`src/rtl/pc_fetch_unit.sv`:
```
`default_nettype none
// ============================================================================
// pc_fetch_unit -- fetch-stage program counter: advance, redirect, trap,
//                  misalign detection, boot/halt states and fetch counter.
// Revision: 1.0
// ============================================================================
module pc_fetch_unit #(
  parameter int unsigned XLEN         = 32,
  parameter logic [63:0] RESET_VECTOR = 64'h0,
  parameter logic [63:0] TRAP_VECTOR  = 64'h0000_0100,
  parameter int unsigned INC          = 4,
  parameter int unsigned ALIGN_BITS   = 2,
  parameter int unsigned CNT_W        = 16
) (
  input  logic             clk_i,
  input  logic             rst_ni,
  input  logic             fetch_ready_i,
  input  logic             stall_i,
  input  logic             redirect_i,
  input  logic [XLEN-1:0]  redirect_target_i,
  input  logic             trap_i,
  input  logic             halt_i,
  input  logic             resume_i,
  output logic [XLEN-1:0]  pc_o,
  output logic [XLEN-1:0]  pcplus_o,
  output logic             pc_valid_o,
  output logic             misalign_o,
  output logic             halted_o,
  output logic [CNT_W-1:0] fetch_cnt_o
);

  localparam logic [XLEN-1:0] RESET_PC   = RESET_VECTOR[XLEN-1:0];
  localparam logic [XLEN-1:0] TRAP_PC    = TRAP_VECTOR[XLEN-1:0];
  localparam logic [XLEN-1:0] INC_V      = XLEN'(INC);
  localparam logic [XLEN-1:0] ALIGN_MASK = XLEN'((64'd1 << ALIGN_BITS) - 64'd1);
  localparam logic [CNT_W-1:0] CNT_ONE   = CNT_W'(1);

  typedef enum logic [1:0] {
    ST_BOOT = 2'd0,
    ST_RUN  = 2'd1,
    ST_HALT = 2'd2
  } state_e;

  state_e           state_q, state_d;
  logic [XLEN-1:0]  pc_q, pc_d;
  logic             misalign_q, misalign_d;
  logic [CNT_W-1:0] cnt_q, cnt_d;
  logic             boot_arm_q;

  logic             w_target_misaligned;
  logic             w_accept;
  logic             w_event;
  logic             w_event_misalign;
  logic [XLEN-1:0]  w_event_pc;

  assign w_target_misaligned = |(redirect_target_i & ALIGN_MASK);
  assign w_accept            = fetch_ready_i & ~stall_i;

  // Trap beats redirect; a misaligned redirect is converted into a trap.
  assign w_event          = trap_i | redirect_i;
  assign w_event_misalign = ~trap_i & redirect_i & w_target_misaligned;
  assign w_event_pc       = (trap_i | w_target_misaligned) ? TRAP_PC : redirect_target_i;

  always_comb begin
    state_d    = state_q;
    pc_d       = pc_q;
    misalign_d = 1'b0;
    cnt_d      = cnt_q;
    case (state_q)
      // The partial cycle in which reset releases does not count as BOOT.
      ST_BOOT: begin
        if (boot_arm_q) begin
          state_d = ST_RUN;
        end
      end
      ST_RUN: begin
        if (w_event) begin
          pc_d       = w_event_pc;
          misalign_d = w_event_misalign;
        end else begin
          if (w_accept) begin
            cnt_d = cnt_q + CNT_ONE;
          end
          if (halt_i) begin
            state_d = ST_HALT;
          end else if (w_accept) begin
            pc_d = pc_q + INC_V;
          end
        end
      end
      ST_HALT: begin
        if (w_event) begin
          pc_d       = w_event_pc;
          misalign_d = w_event_misalign;
          state_d    = ST_RUN;
        end else if (resume_i) begin
          state_d = ST_RUN;
        end
      end
      default: begin
        state_d = ST_BOOT;
      end
    endcase
  end

  always_ff @(posedge clk_i or negedge rst_ni) begin
    if (!rst_ni) begin
      state_q    <= ST_BOOT;
      pc_q       <= RESET_PC;
      misalign_q <= 1'b0;
      cnt_q      <= '0;
      boot_arm_q <= 1'b0;
    end else begin
      state_q    <= state_d;
      pc_q       <= pc_d;
      misalign_q <= misalign_d;
      cnt_q      <= cnt_d;
      boot_arm_q <= 1'b1;
    end
  end

  assign pc_o        = pc_q;
  assign pcplus_o    = pc_q + INC_V;
  assign pc_valid_o  = (state_q == ST_RUN);
  assign halted_o    = (state_q == ST_HALT);
  assign misalign_o  = misalign_q;
  assign fetch_cnt_o = cnt_q;

endmodule
`default_nettype wire

```
`config.mk`:
```
export PLATFORM = sky130hd
export DESIGN_NAME = pc_fetch_unit
export DESIGN_NICKNAME = d
export VERILOG_FILES = /design/src/rtl/pc_fetch_unit.sv
export SDC_FILE = /design/constraint.sdc
export NUM_CORES = 1
export LEC_CHECK = 0
export BUFFER_PORTS_ARGS = -buffer_cell sky130_fd_sc_hd__buf_2
export CAP_MARGIN = 20
export CORE_MARGIN = 2
export CORE_UTILIZATION = 45
export DETAILED_ROUTE_END_ITERATION = 8
export PLACE_DENSITY = 0.84
export SYNTH_ARGS = -nofsm -noshare
export SYNTH_HDL_FRONTEND = slang
export SYNTH_SLANG_ARGS = --single-unit
```
`constraint.sdc`:
```
create_clock -name clk_i -period 2 [get_ports clk_i]
set_input_delay 0.3 -clock clk_i [delete_from_list [all_inputs] [get_ports clk_i]]
set_output_delay 0.3 -clock clk_i [all_outputs]
set_load 0.05 [all_outputs]
```
---- After elaboration in Yosys (flattened, before gate mapping) ----
Cells that the tools add are included.
storage, ports and cells
  RAM bits ................................ 0
  bits in latches ......................... 0
  word-level logic and storage cells ...... 45
  register bits ........................... 52
  memories kept ........................... 0
  output and inout bits ................... 83
  ROM bits ................................ 0
cells by class
  reduce and logical (&&, ||, !) cells .... 7
  $add $sub $neg .......................... 2
  magnitude comparators ................... 0
  shifts and indexed selects .............. 0
  eq/ne operators ......................... 9
  bitwise logic cells ..................... 8
  muxes and demuxes ....................... 14
  divide/modulo/power cells ............... 0
  $mul .................................... 0
operator list
  kind                                                                      count
  32-bit two-way mux                                                        5
  32-bit case mux with 2 select lines                                       1
  32-bit by 3-bit adder with 32-bit output (second input constant)          1
  16-bit by 1-bit adder with 16-bit output (second input constant)          1
  2-bit two-way mux                                                         5
  4-bit AND reduction                                                       2
  2-bit inequality test (second input constant)                             3
  3-bit by 2-bit inequality test with 1-bit output (second input constant)  2
  2-bit case mux with 3 select lines                                        1
  2-bit OR reduction                                                        2
  1-bit AND                                                                 3
  3-bit by 1-bit inequality test with 1-bit output (second input constant)  1
  1-bit NOT                                                                 3
  3-bit AND reduction                                                       1
  2-bit by 1-bit == test with 1-bit output (second input constant)          1
  2-bit == test (second input constant)                                     1
  2-bit zero test                                                           1
  1-bit two-way mux                                                         2
  2-bit by 1-bit inequality test with 1-bit output (second input constant)  1
  1-bit OR                                                                  2
  2-bit nonzero test                                                        1

---- Logic depth before layout (Yosys ltp) ----
  depth in word-level cells ............... 6
  depth in mapped cells ................... 8

---- Worst setup path after synthesis ----
OpenSTA, ideal clock, no wires.
  kind .................................... reg-to-output
  start point ............................. register pc_q[15] (netlist: pc_o[15])
  end point ............................... output port pcplus_o[29]
  arrival time ............................ 2.757 ns
  slack ................................... -1.057 ns
  buffers on the path ..................... 1
  cell stages (with the launch flop) ...... 7
  cells stage by stage .................... dfrtp_1 -> buf_2 -> nand3_4 -> or4_4 -> nor2_1 -> nand2_1 -> xnor2_1
between the ends
  longest elaborated chain between the ends .. 1
RTL lines
  element                                   line  source
  start, declared                           45    logic [XLEN-1:0] pc_q, pc_d;
  start signal, assigned                    115   pc_q <= pc_d;
  32-bit by 3-bit adder with 32-bit output  123   assign pcplus_o = pc_q + INC_V;
  end, declared                             25    output logic [XLEN-1:0] pcplus_o,
No other way between the ends.

---- Worst setup path after layout ----
  start point ............................. register pc_q[10] (netlist: pc_o[10])
  end point ............................... output port pcplus_o[28]
The elaborated chain is that of the path after synthesis.

==> impl_metrics.toml <==
[outcome]
outcome = "finished with violations"
failed_checks = "negative setup slack"

[synth]
syn-cell-area_um2 = 3290
ys_types = 44
yosys_warnings = 0
yosysSeqAreaShare_pct = 39.6
syn_nets = 419
synth_top_area_share_pct = 39.6
synthArstFlopShare_pct = 100
syn_area_per_cell_um2 = 8.79
synth-seq-cells = 52
yosys.area.top_type = "dfrtp_1"
synthTopCellsByArea = "dfrtp_1 40%, xnor2_1 6.1%, o21ai_0 5.5%"
synth-edff-count = 0
syn_inst = 374
ys.flop_type = "dfrtp_1"

[critical_path]
start_kind = "flop"
worstPathArrival_ps = 2150
crit_required_ps = 1700
endpoint_kind = "primary output"
crit_path_max_fanout = 6
path_class = "reg2out"

[placed_design]
gp_congestion = 0.924
post-place-ws_ps = -131
hpwlAfterDp_um = 7810
place_area_um2 = 5050
port_buffers = 122
place_inst = 635

[floorplanning]
placement_rows = 31
io_pins = 123
fp.dieH_um = 89.5
dieWidth_um = 89.5
initial_core_util_pct = 45.8
die_area_um2 = 8000
core_um2 = 7180

[sta]
layout_min_cycle_time_ps = 2450
whs_ps = 230
hold_viol = 0
slew_violations = 0
max_slew_margin_pct = 57.8
finalSetupTns_ps = -7160
setup_violations = 24
fmax_mhz = 409
rsz0062_at_grt = "yes"
setup_slack_ps = -448
fin_crit_sh_pct = 122
worst_pin_slew_ps = 624
clock-skew-final_ps = 17.3

[layout]
fin_area_um2 = 5840
instances_no_fill = 677
drive_gt1_share_pct = 56.4
fillers = 400
area_growth_pct = 77.7
finalNetCount = 622
antennaDiodeCount = 0
fin_util_pct = 81.4

[global_routing]
antenna_found_initial = 0
grt.overflow.total = 0
grt_usage_pct = 29.2
grt_max_degree = 47
grt_pass1_wl_um = 18200
grt_pass1_vias = 3680

[power_and_ir_drop]
p_total_mw = 7.06
ir_drop_v = 0.00127
p_per_area_nw_per_um2 = 1210
p_leak_nw = 2.84

[clocking]
htree_levels = 2
ctsLongestPathBuffers = 2
cts_tree = "done"
numCtsBuffers = 5
insertion_delay_ps = 330
cts_sinks = 52
path_clk_slew_ps = 110
ctsRootBufferMaster = "clkbuf_8"

[route]
ant_nets = 0
drc_errors = 0
drtPass1Iterations = 5
vias = 4094
routed_wl_um = 13500
routedWlPerCell_um = 20.0
first_iter_violations = 411
drt-vias-per-instance = 6.05

[run]
cap_violations = 0

[min_path]
min_path_type = "in2reg"
## synthesized netlist by cell type (all sizes together), types with 5 or more instances
| master | n |
|---|---|
| dfrtp | 52 |
| nor2 | 40 |
| o21ai | 37 |
| nand2 | 35 |
| xnor2 | 23 |
| xor2 | 20 |
| nand3 | 16 |
| a22oi | 15 |
| clkbuf | 15 |
| and3 | 12 |
| o2bb2ai | 12 |
| buf | 11 |
| nand4 | 9 |
| nor4 | 9 |
| nor3 | 8 |
| a21oi | 7 |
| inv | 7 |
| and2 | 6 |
| and4 | 5 |
| ha | 5 |
## report_power, final
part	total (mW)	leakage [nW]	internal (mW)	switching [mW]
sequential	1.57	0.666	1.30	0.272
combinational	4.83	2.13	1.65	3.17
clock	0.661	0.0463	0.258	0.403
total	7.06	2.84	3.21	3.85
## layer usage
layer / vias to the layer above / global-route usage, % / share of wire, %
met2: 269 / 49.1 / 49
li1: 1750 / - / -
met5: - / 0 / 0
met3: 63 / 4.06 / 7.5
met4: 0 / 10.7 / 5.3
met1: 2012 / 38.6 / 38
## sequential cells by signal, indices dropped and copies added, names as in the netlist
name	flops
pc_o	32
misalign_o	1
boot_arm_q	1
fetch_cnt_o	16
state_q	2
## logic make-up (layout without fill, tap and decap cells)
| group | Yosys count | count (layout) | synth area share, % |
|---|---|---|---|
| other | 1 | 1 | 0.114 |
| buffers and inverters | 33 | 237 | 4.46 |
| xor gates and xnor gates | 43 | 43 | 11.5 |
| DFF | 52 | 52 | 39.6 |
| adders and majority gates | 5 | 5 | 1.90 |
| AOI/OAI and AO/OA | 91 | 91 | 18.4 |
| and+or+nand+nor | 149 | 149 | 24.0 |
## placed cells by master (no fill, tap or decap), types with 5 or more instances in the layout
cell type,Yosys,final
clkbuf_8,0,5
buf_4,4,76
o21ai_0,36,30
dfrtp_1,52,27
xor2_1,20,5
buf_2,6,96
and3_1,12,7
xor2_4,0,13
nand4_1,9,9
and3_4,0,5
xnor2_1,23,11
buf_6,0,42
a21oi_1,7,7
nand3_1,15,9
dfrtp_2,0,25
o2bb2ai_1,12,12
xnor2_2,0,5
nand3_4,1,7
and2_1,5,5
xnor2_4,0,7
o21ai_1,1,7
nand2_1,35,31
nor2_1,40,36
inv_1,7,7
a22oi_1,15,15
## worst max-delay path, cell delays in order, from the launching register on
cell and delay [ps]:
dfrtp_2 450, nand3_1 250, or2_4 370, nor4_4 250, buf_4 190, xor2_4 150, buf_6 170
## worst paths after layout
path	start	end	slack, ps	cells past startpoint
setup / recovery	pc_o[10]	pcplus_o[28]	-450	6
hold / removal	redirect_target_i[3]	pc_o[3]	230	3
setup reg to reg	pc_o[10]	pc_o[16]	-30	8
hold reg to reg	fetch_cnt_o[15]	fetch_cnt_o[15]	480	1
max in group asynchronous	rst_ni	pc_o[4]	930	3
min in group asynchronous	rst_ni	fetch_cnt_o[5]	470	2
## what timing repair did
action	CTS	global route
hold buffers	1	0
pin swaps	25	29
setup endpoints to repair	26	47
buffers inserted	15	21
resized for setup	77	35
endpoints found under the hold margin	18	0
## cell type report
type / instances / area, um^2 / share of cell area [%]
sequential: 52 / 1330 / 22.8
tap: 99 / 124 / 2.12
inverter: 7 / 26.3 / 0.450
multi-input combinational: 289 / 2610 / 44.7
clock inverter: 3 / 27.5 / 0.471
timing repair buffer: 222 / 1650 / 28.3
clock buffer: 5 / 68.8 / 1.18
No activity file was read; power rests on OpenSTA's default activity.
